`config.mk`:
```
export PLATFORM = sky130hd
export DESIGN_NAME = motor_bridge_ctrl_flat
export DESIGN_NICKNAME = d
export VERILOG_FILES = /design/src/rtl/motor_bridge_ctrl_if.sv /design/src/rtl/motor_bridge_ctrl.sv /design/src/flat_wrapper.sv
export SDC_FILE = /design/constraint.sdc
export NUM_CORES = 1
export LEC_CHECK = 0
export BUFFER_PORTS_ARGS = -buffer_cell sky130_fd_sc_hd__buf_2
export CORE_UTILIZATION = 40
export CTS_BUF_LIST = sky130_fd_sc_hd__clkbuf_16
export CTS_CLUSTER_DIAMETER = 40
export DETAILED_ROUTE_END_ITERATION = 10
export GPL_TIMING_DRIVEN = 0
export MAX_ROUTING_LAYER = met4
export PLACE_DENSITY_LB_ADDON = 0.15
export SLEW_MARGIN = 20
export SYNTH_ARGS = -nofsm -noshare
export SYNTH_HDL_FRONTEND = slang
export SYNTH_SLANG_ARGS = --single-unit
```
`constraint.sdc`:
```
create_clock -name Clk -period 2.9 [get_ports Clk]
set_input_delay 0.435 -clock Clk [delete_from_list [all_inputs] [get_ports Clk]]
set_output_delay 0.435 -clock Clk [all_outputs]
set_load 0.1 [all_outputs]
```
`src/rtl/motor_bridge_ctrl_if.sv`:
```
// Purpose : bundle of register-side controls and driver-pin outputs for motor_bridge_ctrl.
// Latency : n/a (signal bundle only).
// Backpr. : none; level signals, no handshake.
// Ports   : master = register block (drives Enable/Control/Duty/Measure/DeadTime,
//           observes pins); slave = bridge controller (the reverse directions).
interface motor_bridge_ctrl_if #(
   parameter int NUM_MOTORS = 4,
   parameter int PWM_W      = 8,
   parameter int DEAD_W     = 4
);
   logic                        Enable;
   logic [2*NUM_MOTORS-1:0]     Control;
   logic [PWM_W*NUM_MOTORS-1:0] Duty;
   logic [NUM_MOTORS-1:0]       Measure;
   logic [DEAD_W-1:0]           DeadTime;
   logic [NUM_MOTORS-1:0]       MotorA;
   logic [NUM_MOTORS-1:0]       MotorB;
   logic [NUM_MOTORS-1:0]       MotorC;
   logic [NUM_MOTORS-1:0]       MeasureReady;
   logic                        PwmSync;

   modport master (
      output Enable, Control, Duty, Measure, DeadTime,
      input  MotorA, MotorB, MotorC, MeasureReady, PwmSync
   );

   modport slave (
      input  Enable, Control, Duty, Measure, DeadTime,
      output MotorA, MotorB, MotorC, MeasureReady, PwmSync
   );
endinterface

```
`src/rtl/motor_bridge_ctrl.sv`:
```
// Purpose : N-channel H-bridge controller: internal PWM with per-period duty shadows,
//           dead-time insertion on every bridge state change, back-EMF settle flag.
// Latency : one clock from target change to pin change (pins are registered).
// Backpr. : none; level-driven, pins always reflect current FSM state.
// Ports   : Clk, ResetN (async active-low); bus.slave carries Enable/Control/Duty/
//           Measure/DeadTime in and MotorA/B/C, MeasureReady, PwmSync out.
module motor_bridge_ctrl #(
   parameter int NUM_MOTORS   = 4,
   parameter int PWM_W        = 8,
   parameter int DEAD_W       = 4,
   parameter int BLANK_CYCLES = 16
) (
   input  logic                Clk,
   input  logic                ResetN,
   motor_bridge_ctrl_if.slave  bus
);
   localparam int BLANK_W = $clog2(BLANK_CYCLES + 1);
   localparam logic [BLANK_W-1:0] BLANK_MAX = BLANK_W'(BLANK_CYCLES);

   typedef enum logic [2:0] {ST_COAST, ST_BRAKE, ST_FWD, ST_REV, ST_DEAD} state_t;

   logic [PWM_W-1:0]   cnt_q, cnt_d;
   logic               sync_q, sync_d;
   logic [PWM_W-1:0]   shadow_q [NUM_MOTORS];
   logic [PWM_W-1:0]   shadow_d [NUM_MOTORS];
   state_t             state_q  [NUM_MOTORS];
   state_t             state_d  [NUM_MOTORS];
   logic [DEAD_W-1:0]  dead_q   [NUM_MOTORS];
   logic [DEAD_W-1:0]  dead_d   [NUM_MOTORS];
   logic [BLANK_W-1:0] blank_q  [NUM_MOTORS];
   logic [BLANK_W-1:0] blank_d  [NUM_MOTORS];
   logic [NUM_MOTORS-1:0] a_q, a_d, b_q, b_d, c_q, c_d, rdy_q, rdy_d;

   state_t             target   [NUM_MOTORS];
   logic [1:0]         ctrl     [NUM_MOTORS];
   logic [NUM_MOTORS-1:0] pwm_on;

   always_comb begin
      cnt_d  = cnt_q + 1'b1;
      sync_d = (cnt_q == '0);
      a_d    = '0;
      b_d    = '0;
      c_d    = '0;
      rdy_d  = '0;
      pwm_on = '0;
      for (int i = 0; i < NUM_MOTORS; i++) begin
         // Shadow swaps on the last count so the new duty governs a whole period.
         shadow_d[i] = (cnt_q == '1) ? bus.Duty[i*PWM_W +: PWM_W] : shadow_q[i];
         pwm_on[i]   = (cnt_q < shadow_q[i]);
         ctrl[i]     = bus.Control[2*i +: 2];

         target[i] = ST_COAST;
         if (bus.Measure[i] || !bus.Enable || ctrl[i] == 2'b00)
            target[i] = ST_COAST;
         else if (!pwm_on[i] || ctrl[i] == 2'b11)
            target[i] = ST_BRAKE;
         else if (ctrl[i] == 2'b01)
            target[i] = ST_FWD;
         else
            target[i] = ST_REV;

         state_d[i] = state_q[i];
         dead_d[i]  = dead_q[i];
         if (state_q[i] == ST_DEAD) begin
            // Exit picks up whatever target is current now, not the one that caused entry.
            if (dead_q[i] <= 1) begin
               state_d[i] = target[i];
               dead_d[i]  = '0;
            end else begin
               dead_d[i]  = dead_q[i] - 1'b1;
            end
         end else if (target[i] != state_q[i]) begin
            if (bus.DeadTime == '0) begin
               state_d[i] = target[i];
            end else begin
               state_d[i] = ST_DEAD;
               dead_d[i]  = bus.DeadTime;
            end
         end

         // Pins are registered from the next state so they change with the state flop.
         a_d[i] = (state_d[i] == ST_FWD);
         b_d[i] = (state_d[i] == ST_REV);
         c_d[i] = (state_d[i] == ST_COAST);

         if (state_q[i] == ST_COAST && bus.Measure[i])
            blank_d[i] = (blank_q[i] == BLANK_MAX) ? blank_q[i] : blank_q[i] + 1'b1;
         else
            blank_d[i] = '0;
         rdy_d[i] = (blank_d[i] >= BLANK_MAX);
      end
   end

   always_ff @(posedge Clk or negedge ResetN) begin
      if (!ResetN) begin
         cnt_q  <= '0;
         sync_q <= 1'b0;
         a_q    <= '0;
         b_q    <= '0;
         c_q    <= '1;
         rdy_q  <= '0;
         for (int i = 0; i < NUM_MOTORS; i++) begin
            shadow_q[i] <= '0;
            state_q[i]  <= ST_COAST;
            dead_q[i]   <= '0;
            blank_q[i]  <= '0;
         end
      end else begin
         cnt_q  <= cnt_d;
         sync_q <= sync_d;
         a_q    <= a_d;
         b_q    <= b_d;
         c_q    <= c_d;
         rdy_q  <= rdy_d;
         for (int i = 0; i < NUM_MOTORS; i++) begin
            shadow_q[i] <= shadow_d[i];
            state_q[i]  <= state_d[i];
            dead_q[i]   <= dead_d[i];
            blank_q[i]  <= blank_d[i];
         end
      end
   end

   assign bus.MotorA       = a_q;
   assign bus.MotorB       = b_q;
   assign bus.MotorC       = c_q;
   assign bus.MeasureReady = rdy_q;
   assign bus.PwmSync      = sync_q;
endmodule
```
`src/flat_wrapper.sv`:
```
// flat-port wrapper written by rule: the top's interface ports become plain ports
module motor_bridge_ctrl_flat 
#(
   parameter int NUM_MOTORS   = 4,
   parameter int PWM_W        = 8,
   parameter int DEAD_W       = 4,
   parameter int BLANK_CYCLES = 16
)
  (Clk, ResetN, bus_Enable, bus_Control, bus_Duty, bus_Measure, bus_DeadTime, bus_MotorA, bus_MotorB, bus_MotorC, bus_MeasureReady, bus_PwmSync);
  motor_bridge_ctrl_if #(.NUM_MOTORS(NUM_MOTORS), .PWM_W(PWM_W), .DEAD_W(DEAD_W)) bus_i ();
  input  logic Clk;
  input  logic ResetN;
  input wire logic [$bits(bus_i.Enable)-1:0] bus_Enable;
  input wire logic [$bits(bus_i.Control)-1:0] bus_Control;
  input wire logic [$bits(bus_i.Duty)-1:0] bus_Duty;
  input wire logic [$bits(bus_i.Measure)-1:0] bus_Measure;
  input wire logic [$bits(bus_i.DeadTime)-1:0] bus_DeadTime;
  output wire logic [$bits(bus_i.MotorA)-1:0] bus_MotorA;
  output wire logic [$bits(bus_i.MotorB)-1:0] bus_MotorB;
  output wire logic [$bits(bus_i.MotorC)-1:0] bus_MotorC;
  output wire logic [$bits(bus_i.MeasureReady)-1:0] bus_MeasureReady;
  output wire logic [$bits(bus_i.PwmSync)-1:0] bus_PwmSync;
  assign bus_i.Enable = bus_Enable;
  assign bus_i.Control = bus_Control;
  assign bus_i.Duty = bus_Duty;
  assign bus_i.Measure = bus_Measure;
  assign bus_i.DeadTime = bus_DeadTime;
  assign bus_MotorA = bus_i.MotorA;
  assign bus_MotorB = bus_i.MotorB;
  assign bus_MotorC = bus_i.MotorC;
  assign bus_MeasureReady = bus_i.MeasureReady;
  assign bus_PwmSync = bus_i.PwmSync;
  motor_bridge_ctrl #(.NUM_MOTORS(NUM_MOTORS), .PWM_W(PWM_W), .DEAD_W(DEAD_W), .BLANK_CYCLES(BLANK_CYCLES)) u_core (.Clk(Clk), .ResetN(ResetN), .bus(bus_i));
endmodule
```
==> results of run 1 <==
flip-flops by register name, summed over array words and instances (netlist names):
register,flops
u_core.blank_q,17
u_core.bus.MotorB,4
u_core.state_q,12
u_core.cnt_q,8
u_core.bus.MotorC,4
u_core.bus.MotorA,4
u_core.dead_q,16
u_core.bus.MeasureReady,3
u_core.shadow_q,32
u_core.bus.PwmSync,1
worst max-delay path, cell delays in order (launching register included):
cell     delay, ns
dfrtp_2       0.49
ha_1          0.30
nand2_1       0.10
nor4_4        0.34
a21oi_4       0.13
or4b_1        0.53
a31oi_4       0.22
buf_6         0.17
o22ai_2       0.08
a211o_1       0.29
cell families after synthesis:
kind of cell | share of synthesized area [%]
AO/OA/AOI/OAI | 15.48
XOR/XNOR | 3.219
adder cells (fa/ha/maj) | 10.07
buffers and inverters | 5.322
flip-flops | 44.33
multiplexers | 2.760
AND/OR/NAND/NOR | 18.81
power groups by stage:
| stage | clock, mW | sequential, mW | combinational, mW |
|---|---|---|---|
| 2_1_floorplan | 0 | 2.03 | 0.999 |
| 3_3_place_gp | 0 | 1.83 | 1.53 |
| 3_5_place_dp | 0 | 1.83 | 1.58 |
| 4_1_cts | 1.21 | 1.81 | 1.59 |
| 5_1_grt | 1.26 | 1.85 | 1.77 |
| 6_report | 1.18 | 1.81 | 1.59 |
per-layer routing:
layer	up-vias	global-route usage [%]	wire length, um
met2	78	31.46	6283
met3	20	2.773	396
met1	2258	25.81	6348
li1	2305	-	-
met5	-	-	0
met4	0	7.176	238
path summary, 6_finish.rpt:
| kind | from | to | cells past startpoint |
|---|---|---|---|
| min reg2reg | u_core.shadow_q[8] | u_core.shadow_q[8] | 1 |
| max | u_core.cnt_q[6] | u_core.dead_q[2] | 9 |
| min | bus_Duty[11] | u_core.shadow_q[19] | 3 |
| max in group asynchronous | ResetN | u_core.cnt_q[2] | 3 |
| max reg2reg | u_core.cnt_q[6] | u_core.dead_q[2] | 9 |
| min in group asynchronous | ResetN | u_core.bus.MotorA[0] | 2 |
layout by cell type (no fill, tap or decap), drive strengths merged, types with 2 or more instances in the layout:
master,count
dfstp,4
xnor2,11
dfrtp,97
buf,76
and4,2
a31oi,6
nand2b,10
or2,3
nor3b,2
o21ai,57
o211a,3
nand4,3
and3,7
or4b,2
nor2b,7
ha,46
a211o,5
a22oi,2
mux2,6
a21oi,28
nor2,61
or3,7
clkinv,5
a2bb2oi,2
clkbuf,20
mux2i,9
a21o,2
nor3,13
nand2,60
nand3,19
o21a,3
o211ai,8
inv,61
nand3b,10
a211oi,11
and2,6
o22ai,5
nor4,5
xor2,10
layout make-up:
cell class,instances,area (um2),share of cell area [%]
clock buffer,9,225.2,3.383
tap,180,225.2,3.383
inverter,59,221.5,3.326
buffer,16,82.58,1.240
timing repair buffer,72,401.6,6.033
multi-input combinational,443,2907,43.66
clock inverter,7,57.56,0.8645
sequential,101,2537,38.11
what timing repair did:
item | in CTS | in global routing
endpoints found under the hold margin | 30 | 0
hold buffers | 1 | 0
buffers inserted | 0 | 3
resized for setup | 1 | 7
pin swaps | 0 | 1
setup endpoints to repair | 2 | 12
==> results, run 1 <==
- The run finished with clean final reports.
- Setup repair after global routing could not meet its margin everywhere.
- The number of design rule violations left after detail routing is 0.
- With fillers left out, the area of the finished cells amounts to 0.006658 mm2.
- The summed instance area of the synthesized netlist is 0.005713 mm2.
- The most frequent cell after synthesis is dfrtp_1.
- At the worst endpoint, the required time is 3.14 ns.
- In this run the core area contains 43 standard-cell rows.
- On the final layout, the worst clock skew is 0.007084 ns.
- The number of warnings reported in the yosys synthesis log is 0.
- In this run the deepest clock path goes through 2 buffers.
- The final setup violation count is 0.
- Static timing analysis puts the maximum clock frequency at 0.3608 GHz.
- For this run, the detailed router's first-pass iteration total came to 4.
- The element type at the critical path start is a flop.
- After the flow finishes, the layout carries non-filler instances totaling 887.
- Including well taps, the total number of placed cells is 867.
- At the placement stage, the worst setup path has a slack of -0.02088 ns.
- The global-route usage over all layers is 19.82%.
- The first global-routing pass estimated 22440 um of wire.
- The relative slew slack is 40.45%.
- Buffers inserted during clock tree synthesis total 9.
- The worst path meets setup with 0.1280 ns of slack.
- The final hold violation count came to 0.
- The floorplan die width is 121.5 um.
- The global route total overflow is 0.
- In this run the number of H-tree levels came out at 3.
- The number of global-route vias before repair came to 4673.
- The violation count after the first detailed-route iteration is 280.
- Of the available clock period, the critical path in the final layout requires 95.59%.
- The commonest cells after synthesis are dfrtp_1 (97), nor2_1 (61), nand2_1 (60).
- The number of vias per cell is 5.255.
- Among all flip-flop cells after synthesis, the most frequent one is dfrtp_1.
- In this run the static leakage power is 3.243 nW.
- After routing, the total negative slack on setup checks comes to 0 ns.
- The net switching power is 1.784 mW.
- The antenna diode count is 0.
- At the later pin of the worst-skew pair, clock insertion delay measures 0.36 ns.
- The overall die area is 0.01476 mm2.
- The minimum period implied by the final worst setup slack is 2.772 ns.
- The average cell area after synthesis is 9.229 um2.
- The share of post-route cells with drive strength above 1 is 16.55%.
- After synthesis, flip-flops and latches occupy 44.33% of the total area.
- STA classifies the critical path endpoint as a flop.
- The detailed-route via count is 4661.
- The number of antenna violations at the first check in global routing was 0.
- The worst reg-to-reg setup slack is 0.13 ns.
- The number of filler instances in the final layout is 1350.
- The maximum net fanout on the critical path is 10.
- Counting flops with a built-in enable in the synthesized netlist gives 0.
- The total power consumption of the routed design is 4.580 mW.
- For this configuration, the core starts out at a cell density of 41.16%.
- The placed cell area is 0.006307 mm2.
- The slew at the pin with the worst max-slew slack is 0.8850 ns.
- The synthesized flop and latch total is 101.
- The startpoint-to-endpoint class of the critical path is reg -> reg.
- The async set or reset register ratio after synthesis is 100.0%.
- Of the total power, registers draw 39.6%.
- The fraction of post-synthesis cell area in the top cell type by area is 42.49%.
- The final layout contains routed wiring with a total length of 13270 um.
- The area growth from synthesis to final layout is 16.54%.
- The HPWL after detailed placement is 9681 um.
- The cell internal power dissipation is 2.796 mW.
- After detailed routing, the average wire length per cell comes to 14.96 um.
- The area inside the core boundary is 0.01388 mm2.
- The areal power density over the cells is 687.9 mW/mm2.
- At the end of the flow the core is filled with cells to 47.96%.
- The final layout net count is 799.
- Counting every sink on the clock net gives 101.
- The clock input transition at the sequential cells of the worst setup and hold paths is 0.07 ns.
- In the synthesized netlist, the number of instances is 619.
- The worst vdd rail ir drop is 0.0002739 V.
- During placement, the flow inserted port buffers numbering 67.
- The library cell occupying the most area in the post-synthesis netlist is dfrtp_1.
- The remaining number of nets flagged by the antenna check after routing is 0.
- Combinational cells account for 34.6% of the total power.
- The number of max-slew violations in the final report was 0.
- In this run switching power makes up 38.96% of total power.
- The top-level port count is 68.
- TritonCTS built the clock tree.
- By area the synthesized netlist is led by dfrtp_1 (42%), ha_1 (10%), o21ai_0 (4.9%).
- The cell chosen for the clock root is clkbuf_16.
- The path class of the tightest hold or removal check is in -> reg.
- The clock network is responsible for 25.8% of the overall power.
- STA puts the critical path data arrival time at 3.01 ns.
- The routability congestion estimate from global placement is 0.8881.
- Hold is met by 0.2782 ns.
- Max-cap violations in this run came to 0.
- Entering global routing, the biggest net connects 69 pins.
- The height of the die is 121.5 um.
- Counting every net in the synthesized netlist gives 716.
- The number of different library cells in the post-synthesis netlist is 58.
(Power assumes the default switching activity.)
==> run 2: changes to the inputs <==
--- a/config.mk
+++ b/config.mk
@@ -6,6 +6,7 @@
 export NUM_CORES = 1
 export LEC_CHECK = 0
 export BUFFER_PORTS_ARGS = -buffer_cell sky130_fd_sc_hd__buf_2
+export CORE_ASPECT_RATIO = 0.5
 export CORE_UTILIZATION = 40
 export CTS_BUF_LIST = sky130_fd_sc_hd__clkbuf_16
 export CTS_CLUSTER_DIAMETER = 40
==> constraint.sdc (replaced) <==
create_clock -name Clk -period 3.5 [get_ports Clk]
set_input_delay 0.525 -clock Clk [delete_from_list [all_inputs] [get_ports Clk]]
set_output_delay 0.525 -clock Clk [all_outputs]
set_load 0.1 [all_outputs]
==> run 2 against run 1 <==
- die area is 0.19% higher
- utilization is 0.57 points higher
- power fell by 13%
- first-iteration DRC count is 5.0% lower
- cell count rose by 0.90%
- largest cell class unchanged
==> results, run 2 (synthesis results as in run 1) <==
- The run finished with clean final reports.
- The top-level port count is 68 (unchanged).
- The share of post-route cells with drive strength above 1 is 15.36% (-1.2 points).
- The leakage power total is 3.254 nW (+0.33%).
- The endpoint identified for the worst register-to-register timing path is u_core.dead_q[5].
- The startpoint-to-endpoint class of the critical path is reg -> reg.
- The leading cell type in the layout, fill and taps excluded is dfrtp_1.
- The proportion of total power due to net switching is 36.48% (-2.5 points).
- The overall die area was 0.01479 mm2 (+0.19%).
- The floorplan die width is 171.0 um (+41%).
- The slew at the pin with the worst max-slew slack was 0.8419 ns (-0.04313 ns).
- The final layout net count is 795 (-0.50%).
- The antenna diode count came to 0 (unchanged).
- The relative slew slack is 43.36% (+2.9 points).
- The number of vias per cell is 5.104 (-2.9%).
- The area inside the core boundary is 0.01374 mm2 (-1.0%).
- The maximum net fanout on the critical path is 9 (-1).
- The number of antenna violations at the first check in global routing is 0 (unchanged).
- The final cell count without fillers is 895 (+0.90%).
- The post-CTS repair timing setup buffer count is 0 (unchanged).
- The class of the most critical hold timing path is in -> async.
- Setup repair after global routing left no endpoint under its margin.
- The first-pass iteration count of the detailed router is 5 (+1).
- The largest registers in the layout are u_core.shadow_q x32, u_core.blank_q x17, u_core.dead_q x16.
- The library cells used most frequently in the layout, excluding fill and tap cells, are dfrtp_1 (97), buf_2 (66), nor2_1 (61), nand2_1 (60), inv_1 (59).
- The final setup violation count is 0 (unchanged).
- The endpoint class of the critical path is a flop.
- The TritonCTS clock tree is built.
- The maximum root-to-sink buffer count is 2 (unchanged).
- The clock share of power is 29.5% (+3.7 points).
- The remaining number of nets flagged by the antenna check after routing is 0 (unchanged).
- The data arrival time of the critical path came to 3.19 ns (+0.18 ns).
- The utilization of the core after routing is 48.53% (+0.57 points).
- The number of max-slew violations in the final report was 0 (unchanged).
- The global-route wire length before repair is 21250 um (-5.3%).
- The startpoint identified for the worst register-to-register timing path is u_core.cnt_q[2].
- The post-route fraction of the period consumed by the critical path is 83.39% (-12 points).
- The minimum period implied by the final worst setup slack is 2.919 ns (+0.1465 ns).
- The number of global-route vias before repair is 4326 (-7.4%).
- The number of max-cap violations was 0 (unchanged).
- The combined area of the multi-input logic cells is 0.002877 mm2 (-1.0%).
- The violation count after the first detailed-route iteration is 266 (-5.0%).
- The clock input transition at the sequential cells of the worst setup and hold paths was 0.07 ns (about the same).
- The total area of sequential cells was 0.002532 mm2 (-0.20%).
- The total wire length after detailed routing came to 12550 um (-5.4%).
- The maximum number of pins on one net before global-route repair was 65 (-5.8%).
- The areal power density over the cells is 596.3 mW/mm2 (-13%).
- The final clock skew is 0.01066 ns (+0.003577 ns).
- The maximum level of the CTS H-tree is 3 (unchanged).
- The flip-flop count of the largest register after layout came to 32 (unchanged).
- The global route total overflow was 0 (unchanged).
- The launch point of the critical path is u_core.cnt_q[2].
- The routability congestion estimate from global placement came to 0.8807 (-0.83%).
- Clock tree synthesis selected as its root buffer the cell clkbuf_16.
- The row count is 30 (-30%).
- The final HPWL from detailed placement is 9097 um (-6.0%).
- The height of the die is 86.51 um (-29%).
- The part of the total power dissipated in sequential elements is 37.8% (-1.8 points).
- The detailed-route via count is 4568 (-2.0%).
- The net switching power is 1.450 mW (-19%).
- The cell internal power dissipation is 2.525 mW (-9.7%).
- The post-route standard cell area excluding fillers was 0.006668 mm2 (+0.15%).
- The worst vdd rail ir drop came to 0.0002434 V (-11%).
- The final setup TNS came to 0 ns (unchanged).
- The effective utilization at floorplan is 41.58% (+0.43 points).
- The global-route usage over all layers is 19.05% (-0.77 points).
- The post-cts resize count is 0 (-1).
- STA classifies the critical path startpoint as a flop.
- The number of buffers inserted for hold repair after clock tree synthesis is 0 (-1).
- The placed cell area is 0.006322 mm2 (+0.24%).
- The total of buffers placed on input and output ports is 67 (unchanged).
- The worst reg-to-reg setup slack was 0.58 ns (+0.45 ns).
- The placed cell count is 879 (+1.4%).
- The final routed wire length divided by cell count is 14.03 um (-6.2%).
- The number of clock sinks came to 101 (unchanged).
- The length in cells of the worst reg-to-reg path is 8 (-1).
- The critical path data required time is 3.77 ns (+0.63 ns).
- From synthesis to final layout, the design area changed by 16.71%.
- The maximum clock frequency came to 0.3426 GHz (-5.0%).
- The final hold violation count is 0 (unchanged).
- The latest clock arrival within the worst-skew pair is 0.36 ns (about the same).
- The number of buffers created by CTS is 9 (unchanged).
- The largest register by flop count is u_core.shadow_q.
- The number of design rule violations left after detail routing is 0 (unchanged).
- The combinational power share is 32.7% (-1.9 points).
- The number of filler instances in the final layout is 1334 (-1.2%).
run 2: worst max-delay path by stage:
stage / end / slack (ns) / cells after the start
2_1_floorplan: u_core.dead_q[2] / 0.96 / 9
3_3_place_gp: u_core.dead_q[5] / 0.61 / 8
3_5_place_dp: u_core.dead_q[5] / 0.60 / 8
4_1_cts: u_core.dead_q[5] / 0.58 / 8
5_1_grt: u_core.dead_q[5] / 0.29 / 8
6_report: u_core.dead_q[5] / 0.58 / 8
run 2: per-stage QoR:
| stage | hold WS (ns) | setup slack, ns | total power [mW] |
|---|---|---|---|
| after floorplan | 0.2294 | 0.9556 | 2.511 |
| after global placement | 0.4903 | 0.6124 | 2.793 |
| after detailed placement | 0.4642 | 0.6045 | 2.820 |
| after CTS | 0.07893 | 0.5812 | 4.009 |
| after global routing | 0.08018 | 0.2941 | 4.239 |
| final | 0.06298 | 0.5815 | 3.976 |
run 2: worst max-delay path: stages (launching register included):
cell      delay, ns
dfrtp_1        0.54
ha_1           0.31
a211oi_1       0.21
o21ai_0        0.21
a211oi_1       0.56
nand3b_1       0.17
a31oi_1        0.38
a21o_1         0.23
mux2i_1        0.22
run 2: area by class of cell:
| cell class | instances | share of cell area (%) |
|---|---|---|
| Multi-Input combinational cell | 443 | 43.14 |
| Sequential cell | 101 | 37.98 |
| Tap cell | 192 | 3.603 |
| Inverter | 59 | 3.321 |
| Clock inverter | 7 | 1.801 |
| Buffer | 16 | 1.239 |
| Clock buffer | 9 | 3.378 |
| Timing Repair Buffer | 68 | 5.536 |
run 2: routing by layer:
| layer | vias to the layer above | track usage [%] | wire [um] |
|---|---|---|---|
| li1 | 2316 | - | - |
| met1 | 2180 | 25.31 | 6380 |
| met2 | 63 | 30.08 | 5730 |
| met3 | 9 | 3.973 | 358 |
| met4 | 0 | 4.140 | 85 |
| met5 | - | - | 0 |
run 2: power groups by stage:
stage,Combinational [mW],Clock (mW),Sequential (mW)
6_report,1.30,1.17,1.50
5_1_grt,1.46,1.25,1.53
4_1_cts,1.31,1.20,1.50
3_5_place_dp,1.30,0,1.52
3_3_place_gp,1.27,0,1.52
2_1_floorplan,0.828,0,1.68
